<file path="config.mk">
export PLATFORM = sky130hd
export DESIGN_NAME = cachepool_boot_ctrl
export DESIGN_NICKNAME = d
export VERILOG_FILES = /design/src/rtl/cachepool_pkg.sv /design/src/rtl/cachepool_boot_timer.sv /design/src/rtl/cachepool_boot_ctrl.sv
export SDC_FILE = /design/constraint.sdc
export NUM_CORES = 1
export LEC_CHECK = 0
export CAP_MARGIN = 10
export CELL_PAD_IN_SITES_DETAIL_PLACEMENT = 0
export CELL_PAD_IN_SITES_GLOBAL_PLACEMENT = 1
export CORE_MARGIN = 1
export CORE_UTILIZATION = 33
export DETAILED_ROUTE_END_ITERATION = 12
export PLACE_DENSITY_LB_ADDON = 0.15
export SLEW_MARGIN = 10
export SYNTH_ARGS = -nofsm -noshare
export SYNTH_HDL_FRONTEND = slang
export SYNTH_SLANG_ARGS = --single-unit
</file>
<file path="constraint.sdc">
create_clock -name clk_i -period 2.13 [get_ports clk_i]
set_input_delay 0.213 -clock clk_i [delete_from_list [all_inputs] [get_ports clk_i]]
set_output_delay 0.213 -clock clk_i [all_outputs]
set_load 0.02 [all_outputs]
</file>
<file path="src/rtl/cachepool_pkg.sv">
// Shared types and constants for the CachePool host-side boot sequencer.
// Latency: n/a (declarations only).
// Backpressure: n/a.
package cachepool_pkg;

  // Boot-control register location: cluster peripheral window plus register offset.
  localparam logic [47:0] PeriphStartAddr = 48'h0000_0000_0000;
  localparam logic [47:0] BootCtrlOffset  = 48'h0000_0000_0000;
  localparam logic [47:0] BootCtrlAddr    = PeriphStartAddr + BootCtrlOffset;

  // Cycles between the start command and the boot-control write.
  localparam int unsigned DefaultStartDelay = 1000;

  typedef enum logic [2:0] {
    IDLE,
    DELAY,
    REQ,
    RESP,
    WAKE,
    RUN,
    DONE,
    ERR
  } boot_state_e;

endpackage

</file>
<file path="src/rtl/cachepool_boot_timer.sv">
// Loadable, clearable, saturating up-counter with a "count == limit-1" flag.
// Latency: count updates one cycle after clr/load/en; last_o is combinational on the count.
// Backpressure: none; en_i simply stalls the count.
//
// Ports:
//   clk_i, rst_i         clock, synchronous active-high reset
//   clr_i                force count to 0 (highest priority)
//   load_i, load_val_i   load an arbitrary count
//   en_i                 increment by one, holding at all-ones
//   limit_i              terminal value; last_o = (cnt_o == limit_i - 1)
//   cnt_o, last_o        current count and terminal flag
module cachepool_boot_timer #(
  parameter int unsigned CntWidth = 32
) (
  input  logic                clk_i,
  input  logic                rst_i,
  input  logic                clr_i,
  input  logic                load_i,
  input  logic [CntWidth-1:0] load_val_i,
  input  logic                en_i,
  input  logic [CntWidth-1:0] limit_i,
  output logic [CntWidth-1:0] cnt_o,
  output logic                last_o
);

  logic [CntWidth-1:0] cnt_q;

  always_ff @(posedge clk_i) begin
    if (rst_i) begin
      cnt_q <= '0;
    end else if (clr_i) begin
      cnt_q <= '0;
    end else if (load_i) begin
      cnt_q <= load_val_i;
    end else if (en_i && (cnt_q != {CntWidth{1'b1}})) begin
      cnt_q <= cnt_q + CntWidth'(1);
    end
  end

  assign cnt_o  = cnt_q;
  // A limit of 0 wraps to all-ones here; callers that allow 0 gate the flag themselves.
  assign last_o = (cnt_q == (limit_i - CntWidth'(1)));

endmodule

</file>
<file path="src/rtl/cachepool_boot_ctrl.sv">
// Host-side boot sequencer: delay, write entry point over reqrsp, pulse debug_req, supervise run.
// Latency: q_valid_o rises StartDelay+1 cycles after an accepted start; all outputs decode the state register.
// Backpressure: holds the request stable until q_ready_i; waits indefinitely in RESP for p_valid_i.
//
// Ports:
//   clk_i, rst_i                    clock, synchronous active-high reset
//   start_i, entry_point_i          boot command and boot address (accepted in IDLE/DONE/ERR)
//   eoc_i                           cluster end-of-computation, honoured only in RUN
//   q_*                             reqrsp request channel (single 32-bit write)
//   p_*                             reqrsp response channel
//   debug_req_o                     core wake-up pulse
//   busy_o, done_o, error_o,
//   timeout_o, run_cycles_o         status; flags are sticky until the next accepted start
module cachepool_boot_ctrl
  import cachepool_pkg::*;
#(
  parameter int unsigned          AddrWidth     = 48,
  parameter logic [AddrWidth-1:0] BootCtrlAddr  = AddrWidth'(cachepool_pkg::BootCtrlAddr),
  parameter int unsigned          StartDelay    = cachepool_pkg::DefaultStartDelay,
  parameter int unsigned          DebugPulseLen = 1,
  parameter int unsigned          TimeoutCycles = 0,
  parameter int unsigned          CntWidth      = 32
) (
  input  logic                 clk_i,
  input  logic                 rst_i,
  input  logic                 start_i,
  input  logic [31:0]          entry_point_i,
  input  logic                 eoc_i,
  output logic                 q_valid_o,
  input  logic                 q_ready_i,
  output logic [AddrWidth-1:0] q_addr_o,
  output logic [31:0]          q_data_o,
  output logic                 q_write_o,
  output logic [3:0]           q_strb_o,
  input  logic                 p_valid_i,
  output logic                 p_ready_o,
  input  logic                 p_error_i,
  output logic                 debug_req_o,
  output logic                 busy_o,
  output logic                 done_o,
  output logic                 error_o,
  output logic                 timeout_o,
  output logic [CntWidth-1:0]  run_cycles_o
);

  boot_state_e state_q, state_d;

  logic [31:0]         entry_q;
  logic                done_q, error_q, timeout_q;
  logic                start_acc;
  logic                delay_last, pulse_last, run_last, timeout_hit;
  logic [CntWidth-1:0] delay_cnt, pulse_cnt;

  assign start_acc   = start_i && ((state_q == IDLE) || (state_q == DONE) || (state_q == ERR));
  assign timeout_hit = (TimeoutCycles != 0) && run_last;

  // ---------------------------------------------------------------- counters
  // Delay and pulse counters restart whenever their state is not active, so
  // each visit counts from 0. The run counter clears only on a new start so
  // its value survives into DONE/ERR.
  cachepool_boot_timer #(.CntWidth(CntWidth)) u_delay_timer (
    .clk_i      (clk_i),
    .rst_i      (rst_i),
    .clr_i      (state_q != DELAY),
    .load_i     (1'b0),
    .load_val_i ('0),
    .en_i       (state_q == DELAY),
    .limit_i    (CntWidth'(StartDelay)),
    .cnt_o      (delay_cnt),
    .last_o     (delay_last)
  );

  cachepool_boot_timer #(.CntWidth(CntWidth)) u_pulse_timer (
    .clk_i      (clk_i),
    .rst_i      (rst_i),
    .clr_i      (state_q != WAKE),
    .load_i     (1'b0),
    .load_val_i ('0),
    .en_i       (state_q == WAKE),
    .limit_i    (CntWidth'(DebugPulseLen)),
    .cnt_o      (pulse_cnt),
    .last_o     (pulse_last)
  );

  cachepool_boot_timer #(.CntWidth(CntWidth)) u_run_timer (
    .clk_i      (clk_i),
    .rst_i      (rst_i),
    .clr_i      (start_acc),
    .load_i     (1'b0),
    .load_val_i ('0),
    .en_i       (state_q == RUN),
    .limit_i    (CntWidth'(TimeoutCycles)),
    .cnt_o      (run_cycles_o),
    .last_o     (run_last)
  );

  // ---------------------------------------------------------------- state register
  always_ff @(posedge clk_i) begin
    if (rst_i) begin
      state_q <= IDLE;
    end else begin
      state_q <= state_d;
    end
  end

  // ---------------------------------------------------------------- next state
  always_comb begin
    state_d = state_q;
    case (state_q)
      IDLE, DONE, ERR: begin
        if (start_i) state_d = (StartDelay == 0) ? REQ : DELAY;
      end
      DELAY: begin
        if (delay_last) state_d = REQ;
      end
      REQ: begin
        if (q_ready_i) state_d = RESP;
      end
      RESP: begin
        if (p_valid_i) state_d = p_error_i ? ERR : WAKE;
      end
      WAKE: begin
        if (pulse_last) state_d = RUN;
      end
      RUN: begin
        // EOC wins over a timeout landing in the same cycle.
        if (eoc_i)            state_d = DONE;
        else if (timeout_hit) state_d = ERR;
      end
      default: state_d = IDLE;
    endcase
  end

  // ---------------------------------------------------------------- outputs
  always_comb begin
    q_valid_o   = 1'b0;
    p_ready_o   = 1'b0;
    debug_req_o = 1'b0;
    busy_o      = 1'b0;
    case (state_q)
      DELAY: busy_o = 1'b1;
      REQ: begin
        busy_o    = 1'b1;
        q_valid_o = 1'b1;
      end
      RESP: begin
        busy_o    = 1'b1;
        p_ready_o = 1'b1;
      end
      WAKE: begin
        busy_o      = 1'b1;
        debug_req_o = 1'b1;
      end
      RUN:     busy_o = 1'b1;
      default: busy_o = 1'b0;
    endcase
  end

  // Request payload is only driven alongside valid so an idle bus reads as zero.
  assign q_addr_o  = q_valid_o ? BootCtrlAddr : '0;
  assign q_data_o  = q_valid_o ? entry_q : 32'h0;
  assign q_write_o = q_valid_o;
  assign q_strb_o  = q_valid_o ? 4'hF : 4'h0;

  // ---------------------------------------------------------------- sticky status and entry latch
  always_ff @(posedge clk_i) begin
    if (rst_i) begin
      entry_q   <= 32'h0;
      done_q    <= 1'b0;
      error_q   <= 1'b0;
      timeout_q <= 1'b0;
    end else begin
      if (start_acc) begin
        entry_q   <= entry_point_i;
        done_q    <= 1'b0;
        error_q   <= 1'b0;
        timeout_q <= 1'b0;
      end
      if ((state_q == RESP) && p_valid_i && p_error_i) begin
        error_q <= 1'b1;
      end
      if (state_q == RUN) begin
        if (eoc_i) begin
          done_q <= 1'b1;
        end else if (timeout_hit) begin
          error_q   <= 1'b1;
          timeout_q <= 1'b1;
        end
      end
    end
  end

  assign done_o    = done_q;
  assign error_o   = error_q;
  assign timeout_o = timeout_q;

endmodule

</file>
### Yosys cells after proc, flatten, opt, wreduce, memory -nomap -nowiden

Index checks and enable logic that the tools add are counted.

* flip-flop bits (word level): 133
* input port bits: 39
* output and inout bits: 124
* word-level logic and storage cells: 65

* $add $sub $neg: 3
* equality and inequality tests: 19
* muxes and demuxes: 19
* reduce and logical (&&, ||, !) cells: 17

Operator list (count)
* $add A32 B1 Y32 const B: 3
* $ne A32 B32 Y1 const B: 3
* $eq A32 B10 Y1 const B: 1
* $logic_not A32 Y1: 1
* $mux W32: 1
* $mux W3: 6
* $pmux W3 S6: 1
* $eq A3 B3 Y1 const B: 4
* $ne A2 B2 Y1 const B: 6
* $mux W1: 9
* $eq A3 B2 Y1 const B: 2
* $logic_and A1 B1 Y1: 6
* $reduce_and A6 Y1: 1
* $reduce_or A2 Y1: 3
* $reduce_or A5 Y1: 1
* $mux W4: 1
* $eq A3 B1 Y1 const B: 1
* $logic_not A3 Y1: 1
* $ne A3 B1 Y1 const B: 1
* $ne A3 B3 Y1 const B: 1
* $reduce_or A3 Y1: 1
* $logic_or A1 B1 Y1: 2
* $mux W2: 1
* $reduce_bool A2 Y1: 1

### Logic depth before layout (Yosys ltp)

Gate-level depths: netlist of the first run.

* word-level depth: 7
* depth in mapped cells: 8
* gate-level depth less buffers: 7

### Modules after synthesis

Synthesis of the first run repeated with hierarchy kept, for this count alone.

* cells, all modules: 1429
* area total of the unflattened synthesis: 10969.3 sq um

Modules (own cells, without submodules)
* cachepool_boot_timer at u_delay_timer ...: times used 2, cells each 390, area each 2979.1 sq um, sequential area each 640.6 sq um
* cachepool_boot_timer at u_run_timer: times used 1, cells each 375, area each 2906.5 sq um, sequential area each 640.6 sq um
* cachepool_boot_ctrl: times used 1, cells each 274, area each 2104.5 sq um, sequential area each 740.7 sq um

### Worst setup path after synthesis of the first run

Ideal clock, no wire load.

* path kind: register to register
* from: reg u_run_timer.cnt_q[9] (netlist: u_run_timer.cnt_o[9])
* to: reg u_run_timer.cnt_q[28] (netlist: u_run_timer.cnt_o[28])
* setup time: 0.071 ns
* arrival: 2.204 ns
* data required time: 2.059 ns
* setup slack: -0.145 ns
* stages on the path, launching flop included: 7
* buffers on the path: 1
* clock period less this slack: 2.275 ns
* cell sequence: dfxtp_1 nand4_2 or2_2 or4_1 buf_2 or3_1 a21oi_1

* longest elaborated chain between the ends: 2
* elaborated cells between the ends (all ways): 3
* classes of those cells: add/sub: 1; eq/ne: 1; reduce/logical: 1

Ends and longest elaborated chain
* start: declaration: RTL line cachepool_boot_timer.sv:26 `logic [CntWidth-1:0] cnt_q;`
* start signal: assignment: RTL line cachepool_boot_timer.sv:34 `cnt_q <= load_val_i;`
* start signal: assignment: RTL line cachepool_boot_timer.sv:36 `cnt_q <= cnt_q + CntWidth'(1);`
* parallel branches: the longest is 2 deep, another holds $add A32 B1 Y32

Parallel ways; which one is timed is not known.
A chain may end at the register's enable or synchronous reset.

### Final worst setup path of the first run

* from: reg state_q[2]
* to: out q_data_o[5]

* longest elaborated chain between the ends: 3

Ends and longest elaborated chain
* start: declaration: RTL line cachepool_boot_ctrl.sv:46 `boot_state_e state_q, state_d;`
* start signal: assignment: RTL line cachepool_boot_ctrl.sv:102 `state_q <= state_d;`
* $eq A3 B2 Y1: RTL line cachepool_boot_ctrl.sv:140 `case (state_q)`
* $mux W1: RTL line cachepool_boot_ctrl.sv:140
* $mux W32: RTL line cachepool_boot_ctrl.sv:161 `assign q_data_o = q_valid_o ? entry_q : 32'h0;`
* end: declaration: RTL line cachepool_boot_ctrl.sv:32 `output logic [31:0] q_data_o,`

No other way between the ends.

==> results of run 1 <==
registers in the layout, indices dropped and copies added (netlist names):
name and cells:
entry_q 32, u_run_timer.cnt_o 32, state_q 3, error_o 1
u_delay_timer.cnt_o 32, u_pulse_timer.cnt_o 32, done_o 1
through the flow:
step                      instance area, um^2  cells  setup TNS [ns]
after floorplan                          7350    949        -0.01189
after global placement                   9219   1366               0
after detailed placement                 9219   1366        -0.03551
after CTS                                9816   1399        -0.02054
after global routing                     9847   1402        -0.01411
final                                    9849   1403               0
power by group through the flow:
stage          registers, mW  clock network [mW]  logic, mW
6_report                2.70                3.06       1.50
5_1_grt                 2.72                3.25       1.66
4_1_cts                 2.69                3.14       1.53
3_5_place_dp            2.75                   0       1.51
3_3_place_gp            2.74                   0       1.52
2_1_floorplan           2.73                   0      0.980
worst min path at each step:
stage | startpoint | endpoint | slack [ns] | cells after the start
after floorplan | start_i | state_q[2] | 0.33 | 1
after global placement | entry_q[20] | entry_q[20] | 0.44 | 2
after detailed placement | entry_q[12] | entry_q[12] | 0.44 | 2
after CTS | rst_i | u_delay_timer.cnt_o[30] | 0.14 | 3
after global routing | rst_i | u_delay_timer.cnt_o[30] | 0.15 | 3
final | rst_i | u_delay_timer.cnt_o[30] | 0.15 | 3
kinds of logic (layout without fill, tap and decap cells):
family	Yosys count	after routing	share of synthesized area, %
AO/OA/AOI/OAI	192	192	16.61
XOR/XNOR	28	28	3.431
multiplexers	5	5	0.7003
other	1	50	0.05247
flip-flops	133	133	37.25
buffers and inverters	116	294	9.279
adder cells (fa/ha/maj)	4	4	0.7003
AND/OR/NAND/NOR	422	422	31.97
routing by layer:
layer | up-vias | share of wire [%] | routed length, um
met2 | 152 | 46 | 9393
met1 | 3254 | 48 | 9644
met3 | 15 | 5.3 | 1084
li1 | 3585 | - | -
met4 | 0 | 0.86 | 174
met5 | - | 0 | 0
placed cells by master, fill, tap and decap left out, types with 5 or more instances in the layout:
| cell | synthesis | final |
|---|---|---|
| clkdlybuf4s50_1 | 0 | 71 |
| xnor2_1 | 26 | 26 |
| dfxtp_2 | 0 | 11 |
| a31oi_1 | 10 | 10 |
| nand4_1 | 28 | 28 |
| mux2i_1 | 5 | 5 |
| a21oi_1 | 87 | 86 |
| and4_1 | 12 | 12 |
| dlygate4sd2_1 | 0 | 6 |
| clkdlybuf4s15_1 | 0 | 9 |
| or3_1 | 28 | 28 |
| buf_2 | 8 | 15 |
| clkbuf_2 | 0 | 8 |
| inv_1 | 15 | 15 |
| nor2_1 | 57 | 57 |
| nor3_1 | 12 | 11 |
| nand2b_1 | 5 | 5 |
| buf_4 | 54 | 133 |
| o21ai_0 | 28 | 28 |
| conb_1 | 1 | 49 |
| and2_1 | 40 | 40 |
| o31ai_1 | 23 | 23 |
| o21a_1 | 5 | 5 |
| and3_1 | 15 | 14 |
| or4_1 | 26 | 25 |
| nand2_1 | 119 | 118 |
| clkbuf_16 | 0 | 17 |
| nand3_1 | 38 | 37 |
| a211oi_1 | 12 | 12 |
| nor4_1 | 14 | 13 |
| dfxtp_1 | 133 | 120 |
layout make-up:
cell class	instances	share of cell area (%)
Multi-Input combinational cell	700	41.49
Antenna cell	1	0.02541
Inverter	15	0.5716
Clock inverter	11	1.524
Timing Repair Buffer	248	21.01
Sequential cell	133	27.25
Tap cell	275	3.493
Clock buffer	20	4.637
what timing repair did:
item / 4_1_cts / 5_1_grt
setup endpoints to repair: 44 / 65
cloned: 1 / 0
pin swaps: 1 / 5
resized for setup: 88 / 58
buffers inserted: 1 / 3
endpoints found under the hold margin: 0 / 0
cell usage after synthesis (3+ instances only):
master,count
nor2_1,57
o211ai_1,4
a31o_2,3
nand2_1,119
dfxtp_1,133
and4_1,12
mux2i_1,5
xnor2_1,26
a41o_1,4
nor4_1,14
o21ai_0,28
or2_2,5
nand2b_1,5
o31ai_1,23
nand3_1,38
o21a_1,5
a21oi_1,87
and2_1,40
clkbuf_1,35
a31oi_1,10
buf_4,54
or3_1,28
and3_1,15
or4_1,26
inv_1,15
a211oi_1,12
buf_2,8
nand4_1,28
ha_1,4
nor3_1,12
worst max-delay path, cell delays in order (launching register included):
cell,delay [ns]
dfxtp_1,0.34
buf_4,0.18
nor3b_4,0.28
buf_12,0.18
and2_1,0.14
clkdlybuf4s15_1,0.29
==> flow_metrics.tcl, run 1 <==
set metrics [dict create \
    outcome "finished clean" \
    area_delta_synth_final_pct 37.82 \
    grt_usage_pct 18.49 \
    gp_congestion 0.8438 \
    busiest_layer "met2" \
    netSwitchingFraction_pct 29.64 \
    yosysTopAreaCellShare_pct 37.25 \
    drt_iter0_markers 293 \
    skew_ns 0.01203 \
    grt_max_degree 30 \
    end_kind "output port" \
    endpoint "q_data_o[5]" \
    p_comb_share_pct 20.7 \
    cts_tree "yes" \
    hold_ws_ns 0.1511 \
    hold_path_class "in2reg" \
    viasPerCell 4.994 \
    yosys.area.top_type "dfxtp_1" \
    worst_ir_drop_vdd_uv 505.1 \
    power_switching_mw 2.150 \
    grt_pass1_wl_um 32660 \
    multi_input_area_um2 4086 \
    fp.dieH_um 149.2 \
    cts-root-buf "clkbuf_16" \
    pre_cts_slack_ns -0.02494 \
    avgSynthCellArea_um2 7.932 \
    worstSetupPathType "reg2out" \
    dpl.hpwl_um 14900 \
    post-route-drc-count 0 \
    setup_violations 0 \
    drv_cap 0 \
    ant_nets 0 \
    holdBufCountCts 0 \
    r2r_cells 5 \
    regArea_um2 2684 \
    rrSetupSlack_ns 0.08 \
    cts_buffer_depth 2 \
    cts-htree-levels 4 \
    wire_per_inst_um 14.47 \
    ys_ff_latch 133 \
    period_needed_ns 2.050 \
    p_int_mw 5.105 \
    total_power_mw 7.255 \
    hold_viol_final 0 \
    required_ns 1.92 \
    yosysUniqueCellTypes 62 \
    ys_warn_count 0 \
    firstDrtPassIters 4 \
    nFillCells 2145 \
    start_util_pct 33.78 \
    coreArea_um2 21150 \
    synth-edff-count 0 \
    clockPowerShare_pct 42.2 \
    synth-main-ff-cell "dfxtp_1" \
    met3_usage_pct 5.382 \
    antenna_found_initial 0 \
    async_flop_share_pct 0 \
    path_clk_slew_ns 0.05 \
    critical_path_arrival_ns 1.84 \
    grt_overflow 0 \
    worst_slack_ns 0.08007 \
    die_w_um 149.2 \
    clock_latency_ns 0.43 \
    pwr_density_cell_nw_per_um2 736.6 \
    maxSlewViolCount 0 \
    grt_pass1_vias 6439 \
    vias 7006 \
    reg2reg_from "u_pulse_timer.cnt_o[10]" \
    cts.sink_count 133 \
    cp-startpoint "state_q[2]" \
    fin_nets 1158 \
    post-route-period-util_pct 96.24 \
    crit_path_start_kind "flip-flop" \
    boundaryPins 163 \
    grtUsageMet2_pct 30.21 \
    cts_buffers 17 \
    dieArea_um2 22250 \
    r2r-end "u_pulse_timer.cnt_o[30]" \
    rows 53 \
    yosysSeqAreaShare_pct 37.25 \
    leakage_nw 3.743 \
    seq_power_share_pct 37.2 \
    drive_gt1_share_pct 21.03 \
    placement.io_buffers 113 \
    syn_inst 901 \
    final_core_util_pct 46.56 \
    path_max_fanout 19 \
    grtUsageMet1_pct 23.61 \
    routed_wl_um 20300 \
    netlist_top_cells_area "dfxtp_1 37%, nand2_1 6.3%, a21oi_1 6.1%, buf_4 5.7%, and2_1 3.5%" \
    netlist_area_um2 7147 \
    max_freq_mhz 487.8 \
]
(Power assumes the default switching activity.)
==> run 2: changes to the inputs <==
==> constraint.sdc (replaced) <==
create_clock -name clk_i -period 1.75 [get_ports clk_i]
set_input_delay 0.175 -clock clk_i [delete_from_list [all_inputs] [get_ports clk_i]]
set_output_delay 0.175 -clock clk_i [all_outputs]
set_load 0.02 [all_outputs]
==> flow_metrics.tcl, run 2 (synthesis results as in run 1) <==
set metrics [dict create \
    cts-root-buf "clkbuf_16" \
    vias 7826 \
    ant_nets 0 \
    post-route-period-util_pct 113.5 \
    n_antenna_cell 0 \
    path_max_fanout 6 \
    required_ns 2.11 \
    cts_tree "yes" \
    r2r-end "u_pulse_timer.cnt_o[30]" \
    layout_common_cells "222 x buf_4, 111 x nand2_1, 86 x buf_6" \
    nFillCells 1868 \
    grt_pass1_vias 7257 \
    cts-htree-levels 4 \
    wire_per_inst_um 15.42 \
    drv_cap 0 \
    outcome "finished with violations" \
    critical_path_arrival_ns 2.35 \
    boundaryPins 163 \
    period_needed_ns 1.987 \
    leakage_nw 5.017 \
    grt_max_degree 31 \
    maxSlewViolCount 0 \
    hold_path_class "in2reg" \
    worst_slack_ns -0.2365 \
    rows 53 \
    worst_ir_drop_vdd_uv 626.5 \
    cts.sink_count 133 \
    grt_overflow 0 \
    viasPerCell 5.026 \
    start_util_pct 33.78 \
    final_common_cell "buf_4" \
    area_delta_synth_final_pct 76.21 \
    max_freq_mhz 503.4 \
    post-route-drc-count 0 \
    worstSetupPathType "reg2reg" \
    placement.io_buffers 113 \
    die_w_um 149.2 \
    hold_ws_ns 0.07309 \
    grt_usage_pct 20.92 \
    gp_congestion 0.8130 \
    reg2reg_from "state_q[2]" \
    hold_viol_final 0 \
    cts_buffers 17 \
    holdBufCountCts 0 \
    dieArea_um2 22250 \
    drt_iter0_markers 288 \
    hold_start "rst_i" \
    whs_path_depth 3 \
    grt_pass1_wl_um 36940 \
    routed_wl_um 24010 \
    grt_setup_unrepaired "true" \
    rrSetupSlack_ns -0.24 \
    r2r_cells 6 \
    worstHoldEndpoint "u_delay_timer.cnt_o[9]" \
    crit_path_start_kind "flip-flop" \
    setup_violations 101 \
    fin_nets 1312 \
    fp.dieH_um 149.2 \
    firstDrtPassIters 4 \
    coreArea_um2 21150 \
    path_clk_slew_ns 0.06 \
    antenna_found_initial 0 \
    final_core_util_pct 59.53 \
    total_power_mw 9.885 \
    pre_cts_slack_ns -0.2754 \
    end_kind "flip-flop" \
    pwr_density_cell_nw_per_um2 785.0 \
    dpl.hpwl_um 15330 \
    drive_gt1_share_pct 49.14 \
    violations "setup timing" \
    clock_latency_ns 0.43 \
    cts_buffer_depth 2 \
    skew_ns 0.01070 \
]
run 2: changes by cell type in the layout (fill, tap and decap cells not counted), moves of 13 or more:
| cell | delta |
|---|---|
| a21oi_1 | -34 |
| a21oi_2 | +32 |
| and2_1 | -33 |
| and2_4 | +34 |
| buf_2 | -13 |
| buf_4 | +89 |
| buf_6 | +84 |
| dfxtp_1 | -48 |
| dfxtp_2 | +21 |
| dfxtp_4 | +27 |
| or4_4 | +14 |
run 2: layout make-up:
class | instances | area [um^2] | area share, %
repair buffers | 398 | 3711 | 29.47
clock inverters | 13 | 140.1 | 1.113
multi-input cells | 704 | 5066 | 40.23
well taps | 275 | 344.1 | 2.732
inverters | 15 | 56.30 | 0.4471
flip-flops and latches | 133 | 2811 | 22.32
clock buffers | 19 | 464.2 | 3.686
run 2: timing repair:
action | 4_1_cts | 5_1_grt
setup endpoints to repair | 118 | 161
buffers inserted | 46 | 28
pin swaps | 94 | 94
gates resized for setup | 395 | 151
gates cloned | 9 | 3
run 2: per-stage QoR:
stage,instances,instance area (um^2),TNS (ns)
6_report,1557,12590,-10.02
5_1_grt,1557,12590,-17.67
4_1_cts,1534,11860,-9.522
3_5_place_dp,1450,10130,-13.41
3_3_place_gp,1450,10130,-12.02
2_1_floorplan,949,7716,-4.252
run 2: layer usage:
metal	vias to the layer above	share of wire [%]	track usage, %	routed length, um
met1	3774	45	27.23	10870
met2	117	50	34.93	12100
met3	13	3.4	4.557	814
li1	3922	-	-	-
met5	-	0	0	0
met4	0	0.93	5.102	223
run 2: worst max path at each step:
| stage | to | cells past startpoint | start | slack (ns) |
|---|---|---|---|---|
| finish | u_pulse_timer.cnt_o[30] | 6 | state_q[2] | -0.24 |
| global route | u_pulse_timer.cnt_o[30] | 6 | state_q[2] | -0.31 |
| CTS | u_pulse_timer.cnt_o[30] | 5 | u_pulse_timer.cnt_o[6] | -0.22 |
| detailed placement | u_run_timer.cnt_o[23] | 5 | u_run_timer.cnt_o[15] | -0.28 |
| global placement | u_run_timer.cnt_o[31] | 5 | u_run_timer.cnt_o[15] | -0.25 |
| floorplan | u_pulse_timer.cnt_o[30] | 6 | u_pulse_timer.cnt_o[5] | -0.30 |
run 2: critical path: stages (launching register included):
cell     delay [ns]
dfxtp_4        0.38
buf_6          0.11
nor3b_4        0.25
nand2_2        0.10
or4_4          0.53
or4_4          0.43
a21oi_2        0.12
run 2: power by group:
part / switching (mW) / internal, mW / total (mW) / leakage, nW
clock: 1.49 / 2.24 / 3.73 / 0.305
sequential: 0.0973 / 3.16 / 3.26 / 1.12
combinational: 1.46 / 1.44 / 2.90 / 3.60
total: 3.05 / 6.84 / 9.89 / 5.02
==> run 3: changes to the inputs <==
--- a/config.mk
+++ b/config.mk
@@ -11,7 +11,8 @@
 export CORE_MARGIN = 1
 export CORE_UTILIZATION = 33
 export DETAILED_ROUTE_END_ITERATION = 12
-export PLACE_DENSITY_LB_ADDON = 0.15
+export GPL_TIMING_DRIVEN = 0
+export PLACE_DENSITY = 0.86
 export SLEW_MARGIN = 10
 export SYNTH_ARGS = -nofsm -noshare
 export SYNTH_HDL_FRONTEND = slang
==> constraint.sdc (replaced) <==
create_clock -name clk_i -period 1.8 [get_ports clk_i]
set_input_delay 0.18 -clock clk_i [delete_from_list [all_inputs] [get_ports clk_i]]
set_output_delay 0.18 -clock clk_i [all_outputs]
set_load 0.02 [all_outputs]
==> flow_metrics.tcl, run 3 (synthesis results as in run 1) <==
set metrics [dict create \
    outcome "finished with violations" \
    violations "setup timing" \
    antenna_found_initial 0 \
    post-route-period-util_pct 113.6 \
    cts_tree "yes" \
    grt_pass1_wl_um 34890 \
    die_w_um 149.2 \
    worst_slack_ns -0.2442 \
    r2r_cells 5 \
    setup_violations 84 \
    dieArea_um2 22250 \
    fp.dieH_um 149.2 \
    cts_buffer_depth 2 \
    final_common_cell "buf_4" \
    tightest_slew_ns 0.5808 \
    cts.sink_count 133 \
    whs_path_depth 3 \
    stdcell_area_um2 11780 \
    holdBufCountCts 0 \
    cts_buffers 17 \
    boundaryPins 163 \
    viasPerCell 5.209 \
    grt_max_degree 17 \
    hold_path_class "in2reg" \
    reg2reg_from "u_run_timer.cnt_o[12]" \
    drt_iter0_markers 474 \
    grt_overflow 0 \
    firstDrtPassIters 5 \
    rrSetupSlack_ns -0.24 \
    tns_ns -8.417 \
    cts-htree-levels 4 \
    final_core_util_pct 55.68 \
    start_util_pct 33.78 \
    r2r-end "u_run_timer.cnt_o[30]" \
    period_needed_ns 2.044 \
    grt_usage_pct 19.49 \
    worst_ir_drop_vdd_uv 755.4 \
    grt_setup_unrepaired "true" \
    drv_cap 0 \
    path_max_fanout 4 \
    gp_congestion 0.8561 \
    max_freq_mhz 489.2 \
    hold_viol_final 0 \
    fin_nets 1242 \
    maxSlewViolCount 0 \
    clock_latency_ns 0.42 \
    slew_headroom_pct 61.28 \
    pwr_density_cell_nw_per_um2 807.1 \
    worstHoldEndpoint "entry_q[30]" \
    ant_nets 0 \
    vias 7746 \
    area_delta_synth_final_pct 64.81 \
    worstSetupPathType "reg2reg" \
    hold_ws_ns 0.3052 \
    nFillCells 1831 \
    coreArea_um2 21150 \
    drive_gt1_share_pct 43.48 \
    skew_ns 0.007469 \
    crit_path_start_kind "flip-flop" \
    grt_pass1_vias 6958 \
    hold_start "entry_point_i[30]" \
    required_ns 2.15 \
    critical_path_arrival_ns 2.40 \
    n_antenna_cell 0 \
    layout_common_cells "138 x buf_4, 116 x nand2_1, 84 x buf_6" \
    placement.io_buffers 112 \
    wire_per_inst_um 15.66 \
    cts-root-buf "clkbuf_16" \
    path_clk_slew_ns 0.06 \
    place_area_um2 9107 \
    end_kind "flip-flop" \
    routed_wl_um 23290 \
    leakage_nw 4.492 \
    post-route-drc-count 0 \
    rows 53 \
    dpl.hpwl_um 14430 \
]
[run 3: changes by cell type in the layout (fill, tap and decap cells not counted), sizes merged, moves of 2 or more]
| cell | before | now |
|---|---|---|
| and3 | 17 | 15 |
| buf | 324 | 238 |
| bufinv | 2 | 4 |
| clkbuf | 22 | 41 |
| clkdlybuf4s50 | 65 | 71 |
| clkinv | 3 | 6 |
| clkinvlp | 0 | 3 |
| dlygate4sd2 | 4 | 0 |
| dlymetal6s2s | 2 | 0 |
| inv | 23 | 15 |
[run 3: stage by stage]
step / total power, mW / std cells / worst slack (ns)
after floorplan: 4.405 / 949 / -0.2537
after global placement: 5.015 / 1336 / -0.8879
after detailed placement: 5.038 / 1336 / -0.8887
after CTS: 9.284 / 1434 / -0.2804
after global routing: 9.925 / 1487 / -0.3015
final: 9.507 / 1487 / -0.2442
[run 3: report_power, final]
group / switching [mW] / internal [mW] / leakage (nW)
Combinational: 1.33 / 1.22 / 3.06
Sequential: 0.125 / 3.06 / 1.13
Clock: 1.37 / 2.39 / 0.302
Total: 2.83 / 6.68 / 4.49
[run 3: final cells by class]
class	instances	area (um^2)	share of cell area [%]
Tap cell	275	344.1	2.921
Sequential cell	133	2865	24.33
Clock buffer	19	454.2	3.856
Buffer	93	775.7	6.586
Multi-Input combinational cell	700	4818	40.91
Clock inverter	13	178.9	1.519
Inverter	15	56.30	0.4780
Timing Repair Buffer	239	2286	19.41
[run 3: worst max path at each step]
stage,startpoint,end,slack [ns],cells past startpoint
floorplan,u_pulse_timer.cnt_o[5],u_pulse_timer.cnt_o[30],-0.25,6
global placement,state_q[0],q_data_o[30],-0.89,5
detailed placement,state_q[0],q_data_o[30],-0.89,5
CTS,state_q[1],u_run_timer.cnt_o[30],-0.28,6
global route,u_run_timer.cnt_o[6],u_run_timer.cnt_o[30],-0.30,5
finish,u_run_timer.cnt_o[12],u_run_timer.cnt_o[30],-0.24,5
[run 3: layer usage]
metal  track usage, %  vias to the layer above  routed length (um)  share of wire [%]
met5                0                        -                   0                  0
met4            5.561                        0                 366                1.6
met3            4.190                       32                1191                5.1
met2            33.49                      233               12020                 52
met1            24.35                     3717                9707                 42
li1                 -                     3764                   -                  -
[run 3: worst max-delay path: stages, from the launching register on]
cell     delay [ns]
dfxtp_4        0.36
nand4_4        0.11
or2_4          0.28
or4_4          0.58
or4_4          0.50
a21oi_2        0.14
[run 3: what timing repair did]
item                       in CTS  in global routing
gates cloned                    5                  3
setup endpoints to repair     168                159
setup buffers                  67                 54
pin swaps                      54                102
resized for setup             394                169
